`src/rtl/uart_alici.sv`:
```
// 8N1 UART receiver: 2-flop synchronised line, mid-bit sampling with a divider latched per frame,
// and one-cycle result pulses (byte strobe, framing error, overrun).
module uart_alici (
    input  logic        clk_i,
    input  logic        rst_i,
    input  logic        rx_en_i,
    input  logic        rx_i,
    input  logic [15:0] baud_div_i,
    input  logic        fifo_dolu_i,
    output logic [7:0]  veri_o,
    output logic        veri_gecerli_o,
    output logic        cerceve_hatasi_o,
    output logic        tasma_hatasi_o,
    output logic        mesgul_o
);

    typedef enum logic [1:0] {StBosta, StBasla, StVeri, StDur} durum_e;

    durum_e      durum_q;
    logic        rx_meta_q;
    logic        rx_s_q;
    logic [15:0] sayac_q;
    logic [15:0] d_q;
    logic [15:0] h_q;
    logic [2:0]  bit_q;
    logic [7:0]  kaydirma_q;
    logic        sayac_h_son;
    logic        sayac_d_son;

    // Synchroniser idles high so reset never looks like a start bit.
    always_ff @(posedge clk_i) begin
        if (rst_i) begin
            rx_meta_q <= 1'b1;
            rx_s_q    <= 1'b1;
        end else begin
            rx_meta_q <= rx_i;
            rx_s_q    <= rx_meta_q;
        end
    end

    assign sayac_h_son = (sayac_q == h_q - 16'd1);
    assign sayac_d_son = (sayac_q == d_q - 16'd1);

    always_ff @(posedge clk_i) begin
        if (rst_i) begin
            durum_q          <= StBosta;
            sayac_q          <= 16'd0;
            d_q              <= 16'd0;
            h_q              <= 16'd0;
            bit_q            <= 3'd0;
            kaydirma_q       <= 8'd0;
            veri_o           <= 8'd0;
            veri_gecerli_o   <= 1'b0;
            cerceve_hatasi_o <= 1'b0;
            tasma_hatasi_o   <= 1'b0;
            mesgul_o         <= 1'b0;
        end else begin
            veri_gecerli_o   <= 1'b0;
            cerceve_hatasi_o <= 1'b0;
            tasma_hatasi_o   <= 1'b0;
            case (durum_q)
                StBosta: begin
                    if (rx_en_i && !rx_s_q) begin
                        durum_q  <= StBasla;
                        sayac_q  <= 16'd0;
                        d_q      <= baud_div_i;
                        h_q      <= {1'b0, baud_div_i[15:1]};
                        mesgul_o <= 1'b1;
                    end
                end
                StBasla: begin
                    if (sayac_h_son) begin
                        sayac_q <= 16'd0;
                        if (!rx_s_q) begin
                            durum_q <= StVeri;
                            bit_q   <= 3'd0;
                        end else begin
                            durum_q  <= StBosta;
                            mesgul_o <= 1'b0;
                        end
                    end else begin
                        sayac_q <= sayac_q + 16'd1;
                    end
                end
                StVeri: begin
                    if (sayac_d_son) begin
                        // LSB arrives first, so shifting in at the MSB lines the byte up after 8.
                        kaydirma_q <= {rx_s_q, kaydirma_q[7:1]};
                        sayac_q    <= 16'd0;
                        if (bit_q == 3'd7) begin
                            durum_q <= StDur;
                        end else begin
                            bit_q <= bit_q + 3'd1;
                        end
                    end else begin
                        sayac_q <= sayac_q + 16'd1;
                    end
                end
                StDur: begin
                    if (sayac_d_son) begin
                        durum_q  <= StBosta;
                        sayac_q  <= 16'd0;
                        mesgul_o <= 1'b0;
                        if (!rx_s_q) begin
                            cerceve_hatasi_o <= 1'b1;
                        end else if (fifo_dolu_i) begin
                            tasma_hatasi_o <= 1'b1;
                        end else begin
                            veri_o         <= kaydirma_q;
                            veri_gecerli_o <= 1'b1;
                        end
                    end else begin
                        sayac_q <= sayac_q + 16'd1;
                    end
                end
                default: begin
                    durum_q  <= StBosta;
                    mesgul_o <= 1'b0;
                end
            endcase
        end
    end

endmodule

```
`config.mk`:
```
export PLATFORM = sky130hd
export DESIGN_NAME = uart_alici
export DESIGN_NICKNAME = d
export VERILOG_FILES = /design/src/rtl/uart_alici.sv
export SDC_FILE = /design/constraint.sdc
export NUM_CORES = 1
export LEC_CHECK = 0
export ABC_AREA = 1
export CAP_MARGIN = 20
export CORE_MARGIN = 1
export CORE_UTILIZATION = 42
export CTS_CLUSTER_SIZE = 24
export DETAILED_ROUTE_END_ITERATION = 6
export DONT_BUFFER_PORTS = 1
export PLACE_DENSITY = 0.55
export REMOVE_ABC_BUFFERS = 1
export SLEW_MARGIN = 0
export SYNTH_ARGS = -nofsm -noshare
export SYNTH_HDL_FRONTEND = slang
export SYNTH_SLANG_ARGS = --single-unit
```
`constraint.sdc`:
```
create_clock -name clk_i -period 2.5 [get_ports clk_i]
set_input_delay 0.5 -clock clk_i [delete_from_list [all_inputs] [get_ports clk_i]]
set_output_delay 0.5 -clock clk_i [all_outputs]
set_load 0.02 [all_outputs]
```
==> metrics.txt, run 1 <==
PD cells just under 600 mW/mm^2; CTS root buf clkbuf_8; Compound-Gate Fraction of Synth Area 11.2%; Row Count 36; Commonest cells post-synth nand2_1 (148), inv_1 (92), nand3_1 (77), dfxtp_1 (59), nor2_1 (44); Sink Count 59; Final Slew Violations 0; Post-DP HPWL ~9000 microns; cts bufs inserted 9; status finished, final reports clean; top cell type's share of synthesized area 27.7%; Slew Limit Headroom 63.2%; EDFF count, synth 0; synthesis warning total 0; # setup viols final 0; Max Freq 427 MHz; Layout area overhead 12.8%; minimum clock period 2340 ps; Post-Synth Simple-Gate Area about two fifths; Setup TNS 0 ps; CP arrival 2590 ps; combinational family with the most area after synthesis simple AND/OR/NAND/NOR gates; per-cell routed wire length around 15 microns; Final #Nets 692; synthesis-stage register bit count 59; CP Launch Type flop; RSZ-0062 raised after global routing false; most common cell in the netlist nand2_1; Mapped Area roughly 0.0043 sq mm; nature of the critical path endpoint flop; largest net degree at the start of global routing 28; core area 0.00982 sq mm; Max Buffers Root-to-Sink 2; DRT Pass-1 Iters 5; Hold Violations, Final 0; grt ovf 0; drt first-iter violations just over 200; vias post-DR 4225; Avg Vias per Cell 5.25; CP required 2750 ps; DRT antenna net count 0; multiplexer area fraction after synthesis 0%; post-place setup slack 27.7 ps; Worst-Margin Slew roughly 550 ps; share of layout cells above drive strength 1 between 10 and 15%; initial antenna violation count 0; Clock Skew around 11 ps; hold_buf cts 0; initial core utilization 43.4%; worst-path fanout max 15; type of the most critical hold path in -> reg; vias in the first global route 4171; IO Pins 33; worst setup margin between 150 and 200 ps; leak pwr 2.19 nW; PortBufs 0; Die Ht about 100 microns; Post-route DRC 0; post-synthesis cell type count 37; post-synthesis xor/xnor area fraction 9.84%; FFs w/ async S/R, synth 0%; syn_area_per_cell between 6 and 7 sq um; Setup CP Type reg -> reg; # Max-Cap Violations 0; register area share after synthesis 27.7%; H-tree depth 3; ranking of synthesized cells by area dfxtp_1 (28%), nand2_1 (13%), nand3_1 (9.0%); synthesized instance count 660; routability congestion estimate from global placement 0.937; CTS tree done; GR Util All Layers between 20% and 30%; Worst-Skew Late Latency 360 ps; period utilization 93.6%; clock-pin slew on the worst setup and hold paths ~70 ps; die footprint 0.0106 sq mm; worst vdd ir 0.000463 V; DRT Wirelength 12000 microns; area leader, netlist dfxtp_1; Post-Synth Adder-Cell Area 1.47%; Die X 103 microns; Most used DFF post-synth dfxtp_1; first-pass GRT wire length 20000 microns; antenna cells 0
-- power by group --
group | internal, mW | switching (mW) | leakage [nW]
combinational | 0.272 | 0.507 | 1.60
sequential | 0.974 | 0.0452 | 0.478
clock | 0.618 | 0.402 | 0.116
total | 1.86 | 0.954 | 2.19
-- path summary, 6_finish.rpt --
check | startpoint | to | slack, ps | cells past startpoint
hold / removal | rst_i | flop | 200 | 1
setup reg to reg | d_q[2] | sayac_q[12] | 160 | 14
setup / recovery | d_q[2] | sayac_q[12] | 160 | 14
hold reg to reg | rx_meta_q | rx_s_q | 410 | 1
-- cells by family (layout without fill, tap and decap cells) --
| family | Yosys count | count (layout) |
|---|---|---|
| simple gates | 341 | 341 |
| flops | 59 | 59 |
| fa+ha+maj | 5 | 5 |
| compound gates | 87 | 87 |
| xor+xnor | 47 | 47 |
| buf+inv | 121 | 132 |
-- layer usage --
metal	wire (microns)	GRT usage [%]	up-vias
met5	0	0	-
met1	5270	30.5	1952
met2	5730	41.8	116
li1	-	-	2128
met4	395	13.8	0
met3	599	4.95	29
-- area by class of cell --
class / instances / area, sq um
multi-input cells: 480 / 2700
repair buffers: 21 / 158
clock inverters: 5 / 85.1
fillers: 1047 / 5010
flip-flops and latches: 59 / 1180
inverters: 95 / 357
clock buffers: 11 / 151
well taps: 133 / 166
-- flip-flops by register name, indices dropped and copies added, names as in the netlist, named ones only --
register,flops
sayac_q,16
veri_o,8
rx_s_q,1
kaydirma_q,8
durum_q,1
rx_meta_q,1
mesgul_o,1
d_q,16
veri_gecerli_o,1
bit_q,3
cerceve_hatasi_o,1
tasma_hatasi_o,1
-- cell usage in the layout (no fill, tap or decap), drive strengths merged, types with 2 or more instances in the layout --
cell    count
o211ai     14
nand4       9
a21oi      40
nand3      80
or2         3
nor4        6
clkinv      2
xnor2      16
nor2       63
buf        21
bufinv      2
clkbuf     11
nor3       13
nand2     157
dfxtp      59
o21ai      31
nand3b      4
ha          5
xor2       31
and2        3
inv        95
-- worst max-delay path, cell delays in order, from the launching register on --
cell and delay (ps):
dfxtp_2 390, inv_2 70, ha_4 260, inv_1 30, nand2_1 60, nand2_1 50, nor2_1 160, nand4_1 130
nor4_1 430, nand3_2 100, buf_4 220, nand3_1 80, o211ai_1 110, nand2_1 90, inv_1 40
-- metrics by stage --
step	power, mW	hold WS [ps]	std cells	cell area, sq um	utilization (%)
2_1_floorplan	1.58	389	634	4130	-
3_3_place_gp	1.76	400	786	4440	45.2
3_5_place_dp	1.76	394	786	4440	45.2
4_1_cts	2.80	172	802	4680	47.6
5_1_grt	3.00	169	804	4800	48.9
6_report	2.82	199	804	4800	48.9
-- what timing repair did --
item	CTS	global route
pin swaps	0	6
gates resized for setup	1	27
buffers inserted	0	2
setup endpoints to repair	1	35
Note: power is estimated with default switching activity, not from simulation.
==> run 2: changes to the inputs <==
Settings changed: CORE_MARGIN 1 to 2, HOLD_SLACK_MARGIN set to 0.03.
==> run 2 against run 1 <==
Net effect:
- the flow now finishes with violations (design-rule violations)
- utilization shrank 0.57 points
- sequential cell count stayed put
- total power is 4.8% lower
- setup slack better by 16 ps
- non-clock buffer count shrank 1
- combinational power shrank 0.6%
- wire length rose by 1.8%
- final cell count shrank 0.12%
- critical path type unchanged
- largest cell class unchanged
==> metrics.txt, run 2 (same netlist as run 1, synthesis figures left out) <==
Setup TNS 0 ps (unchanged); CP required 2780 ps (+30 ps); biggest regs d_q (16), sayac_q (16); type of the most critical hold path in -> reg; cts bufs inserted 9 (unchanged); Clock Skew 12.7 ps (+2.08 ps); Avg Vias per Cell 5.31 (+1.0%); Post-DP HPWL 9300 microns (+0.89%); Die Ht 105 microns (+1.9%); Int Pwr 1.70 mW (-8.6%); PD cells 565 mW/mm^2 (-3.7%); largest net degree at the start of global routing 29 (+3.6%); Hold Violations, Final 0 (unchanged); initial antenna violation count 0 (unchanged); DRT Pass-1 Iters 7 (+2); most common cell after layout, fill and taps aside nand2_1; vias in the first global route 4196 (+0.60%); PortBufs 0 (unchanged); hold path start rst_i; initial core utilization 43.4% (unchanged); reg2reg start d_q[2]; Setup CP Type reg -> reg; Crit path buffers/inverters 2 (-2); period utilization 93.0% (-0.62 points); Logic pwr share 28.8% (+1.2 points); CP Launch Type flop; Worst-Skew Late Latency 340 ps (-20 ps); worst vdd ir 0.000410 V (-11%); leak pwr 2.16 nW (-1.5%); Max Buffers Root-to-Sink 2 (unchanged); Clk pwr share 33.2% (-3.0 points); worst-path cell chain inv_1, ha_4, nand2_1, nor2_4, nand2_1, nand2_1, nand2_1, nand2_2, nand3_1, nor2_2, nand3_2, buf_4, nand2_4, nand2_2, nor2_2, nand2_1, a21oi_2; status finished with violations; Final #Nets 691 (-0.14%); most used routing layer in global routing met2; Crit-path slowest cell dfxtp_1; Worst-Margin Slew 572 ps (+20.3 ps); CTS tree done; Final Core Density 48.4% (-0.57 points); GRT met2 Usage 38.3% (-3.6 points); most used cell, CP nand2_1; most frequent cells in the layout nand2_1 (147), inv_1 (91), nand3_1 (76), dfxtp_1 (57), nor2_1 (40); Sw Share 36.5% (+2.6 points); Die X 105 microns (+1.9%); nature of the critical path endpoint flop; grt ovf 0 (unchanged); Worst path max stage delay 340 ps (-90 ps); Final Slew Violations 0 (unchanged); GR Util All Layers 22.7% (-2.5 points); per-cell routed wire length 15.2 microns (+2.0%); met1 usage 28.7% (-1.8 points); vias post-DR 4262 (+0.88%); DRT antenna net count 0 (unchanged); CP arrival 2600 ps (about the same); sequential power share 37.9% (+1.7 points); Sink Count 59 (unchanged); CTS root buf clkbuf_8; Slew Limit Headroom 61.8% (-1.4 points); failing checks design-rule violations; # Max-Cap Violations 0 (unchanged); die footprint 0.0110 sq mm (+3.9%); Layout Cells excl Fill 803 (-0.12%); first-pass GRT wire length 20100 microns (+0.62%); DRT Wirelength 12200 microns (+1.8%); Psw 979 uW (+2.6%); Max Freq 430 MHz (+0.67%); Placed Cells 786 (unchanged); CP delay by family, top simple AND/OR/NAND/NOR gates; Global Route met3 Usage 4.05% (-0.89 points); antenna cells 0 (unchanged); drt first-iter violations 188 (-9.2%); IO Pins 33 (unchanged); Layout area overhead 11.5%; core area 0.00982 sq mm (unchanged); worst-path fanout max 5 (-10); Post-route DRC 2 (+2); Worst Setup SP d_q[2]; # setup viols final 0 (unchanged); routability congestion estimate from global placement 0.945 (+0.81%); share of layout cells above drive strength 1 13.9% (-0.87 points); clock-pin slew on the worst setup and hold paths 80 ps (about the same); H-tree depth 3 (unchanged); Row Count 36 (unchanged); Tot Pwr 2.68 mW (-4.8%); Placed Area 0.00446 sq mm (+0.56%); minimum clock period 2320 ps (-15.6 ps); Finished Cell Area 0.00475 sq mm (-1.2%)
## run 2: layout make-up
class	instances	area (sq um)
tap	133	166
inverter	95	357
fill	1079	5070
clock buffer	9	124
clock inverter	7	77.6
multi-input combinational	480	2670
sequential	59	1180
timing repair buffer	20	175
## run 2: worst paths after layout
path                            endpoint  slack [ps]  cells past startpoint
worst max-delay path                flop         180                     17
worst min-delay path                flop         210                      1
worst max register to register      flop         180                     17
worst min register to register    rx_s_q         420                      1
## run 2: per-stage QoR
| step | setup slack [ps] | hold slack, ps |
|---|---|---|
| 3_5_place_dp | 53.0 | 405 |
| 3_3_place_gp | 102 | 401 |
| 4_1_cts | 40.8 | 195 |
| 6_report | 176 | 214 |
| 2_1_floorplan | 140 | 389 |
| 5_1_grt | -13.0 | 195 |
## run 2: what timing repair did
item                       4_1_cts  5_1_grt
buffers inserted                 0        1
hold buffers                     0        0
setup endpoints to repair        0       35
resized for setup                0       18
## run 2: power by group through the flow
stage | clock, mW | combinational, mW | sequential (mW)
floorplan | 0 | 0.549 | 1.03
detailed placement | 0 | 0.740 | 1.04
finish | 0.892 | 0.774 | 1.02
global placement | 0 | 0.732 | 1.04
global route | 0.958 | 0.874 | 1.02
CTS | 0.920 | 0.744 | 1.02
## run 2: layer usage
metal	vias up	wire (microns)	share of wire, %
met1	1980	5520	45
met5	-	0	0
met4	0	296	2.4
met3	29	548	4.5
li1	2125	-	-
met2	128	5850	48
## run 2: worst reg2reg max path, delay by kind of cell, from the launching register on
family                     cells  cell delay, ps
and+or+nand+nor               13            1320
AOI/OAI and AO/OA              1             120
DFF                            1             340
buffers and inverters          2             290
adders and majority gates      1             190
==> run 3: changes to the inputs <==
Clock period 2.5 ns to 2.4 ns, I/O delays scaled along.
==> run 3 against run 2 <==
Net effect:
- the flow now finishes without violations
- total power grew 10%
- register-to-register slack lost 30 ps
- clock power rose by 7.5%
- via count rose by 1.3%
==> metrics.txt, run 3 (same netlist as run 1, synthesis figures left out) <==
GR Util All Layers 24.1% (+1.5 points); largest net degree at the start of global routing 42 (+45%); cts bufs inserted 9 (unchanged); Worst-Margin Slew 599 ps (+27.2 ps); IO Pins 33 (unchanged); grt ovf 0 (unchanged); clock-pin slew on the worst setup and hold paths 80 ps (about the same); Sink Count 59 (unchanged); CP required 2660 ps (-120 ps); area of the multi-input gates 0.00275 sq mm (+3.3%); vias post-DR 4318 (+1.3%); H-tree depth 3 (unchanged); die footprint 0.0110 sq mm (unchanged); Die X 105 microns (unchanged); worst-path fanout max 6 (+1); most frequent cells in the layout nand2_1 (142), inv_1 (90), nand3_1 (73), dfxtp_1 (53), buf_4 (49); Clock Skew 17.1 ps (+4.48 ps); CP arrival 2520 ps (-80 ps); worst setup margin 148 ps (-28.5 ps); Worst-Skew Late Latency 350 ps (about the same); DRT antenna net count 0 (unchanged); # Max-Cap Violations 0 (unchanged); initial antenna violation count 0 (unchanged); PortBufs 0 (unchanged); nature of the critical path endpoint flop; Final Slew Violations 0 (unchanged); post-place setup slack -161 ps (-214 ps); # setup viols final 0 (unchanged); period utilization 93.8% (+0.89 points); core area 0.00982 sq mm (unchanged); share of layout cells above drive strength 1 19.3% (+5.4 points); minimum clock period 2250 ps (-71.5 ps); Die Ht 105 microns (unchanged); Placed Area 0.00462 sq mm (+3.5%); Setup CP Type reg -> reg; DRT Pass-1 Iters 5 (-2); worst vdd ir 0.000331 V (-19%); CTS root buf clkbuf_8; Sequential Area 0.00119 sq mm (+0.42%); CP Launch Type flop; Layout area overhead 18.5%; Hold Violations, Final 0 (unchanged); Register-to-Register Setup Slack 150 ps (-30 ps); first-pass GRT wire length 21100 microns (+4.8%); Finished Cell Area 0.00505 sq mm (+6.3%); PD cells 585 mW/mm^2 (+3.5%); routability congestion estimate from global placement 0.905 (-4.2%); DRT Wirelength 12800 microns (+4.7%); filler instances 1072 (-0.65%); Final #Nets 721 (+4.3%); biggest regs d_q (16), sayac_q (16); Tot Pwr 2.95 mW (+10%); most common cell after layout, fill and taps aside nand2_1; Post-route DRC 0 (-2); antenna cells 0 (unchanged); Setup TNS 0 ps (unchanged); drt first-iter violations 167 (-11%); per-cell routed wire length 15.4 microns (+1.0%); initial core utilization 43.4% (unchanged); Slew Limit Headroom 59.9% (-1.9 points); CTS tree done; Max Freq 444 MHz (+3.2%); Final Core Density 51.4% (+3.0 points); Max Buffers Root-to-Sink 2 (unchanged); Avg Vias per Cell 5.19 (-2.2%); type of the most critical hold path in -> reg; leak pwr 2.33 nW (+7.8%); status finished, final reports clean; vias in the first global route 4207 (+0.26%); Post-DP HPWL 9760 microns (+5.0%); Row Count 36 (unchanged)
-- run 3: worst paths after layout --
| check | start | end | cells past startpoint |
|---|---|---|---|
| setup / recovery | d_q[2] | tasma_hatasi_o | 13 |
| hold / removal | rst_i | flop | 1 |
| setup reg to reg | d_q[2] | tasma_hatasi_o | 13 |
| hold reg to reg | rx_meta_q | rx_s_q | 1 |
-- run 3: area by class of cell --
cell class	instances	area share, %
clock buffers	11	3.00
clock inverters	4	0.992
inverters	95	7.11
multi-input cells	480	54.5
flip-flops and latches	59	23.5
well taps	133	3.30
repair buffers	50	7.51
-- run 3: where the power goes --
part           switching [mW]  internal [mW]  total [mW]
Sequential             0.0469           1.02        1.06
Clock                   0.430          0.529       0.959
Combinational           0.570          0.362       0.932
Total                    1.05           1.91        2.95
-- run 3: what timing repair did --
action                                  CTS  global route
resized for setup                         3            41
pin swaps                                 0            13
hold buffers                              0             0
endpoints found under the setup margin   12            41
setup buffers                             0             7
-- run 3: worst max-delay path, cell delays in order (launching register included) --
cell and delay (ps):
dfxtp_1 330, inv_2 70, ha_4 170, nand2_4 90, nor2_4 120, buf_4 120, xor2_2 190, buf_4 140
nand3_1 50, nand3b_1 160, nor4_1 250, buf_4 170, nand3_1 140, nor3_1 160
-- run 3: metrics by stage --
step                      hold slack, ps  cells
after detailed placement             401    810
final                                187    832
after CTS                            168    825
after global routing                 176    832
after floorplan                      389    634
after global placement               398    810
-- run 3: per-layer routing --
layer	track usage (%)	share of wire, %	up-vias
li1	-	-	2193
met1	32.3	47	2006
met2	39.7	47	105
met3	3.68	4.3	14
met4	8.00	1.8	0
met5	0	0	-
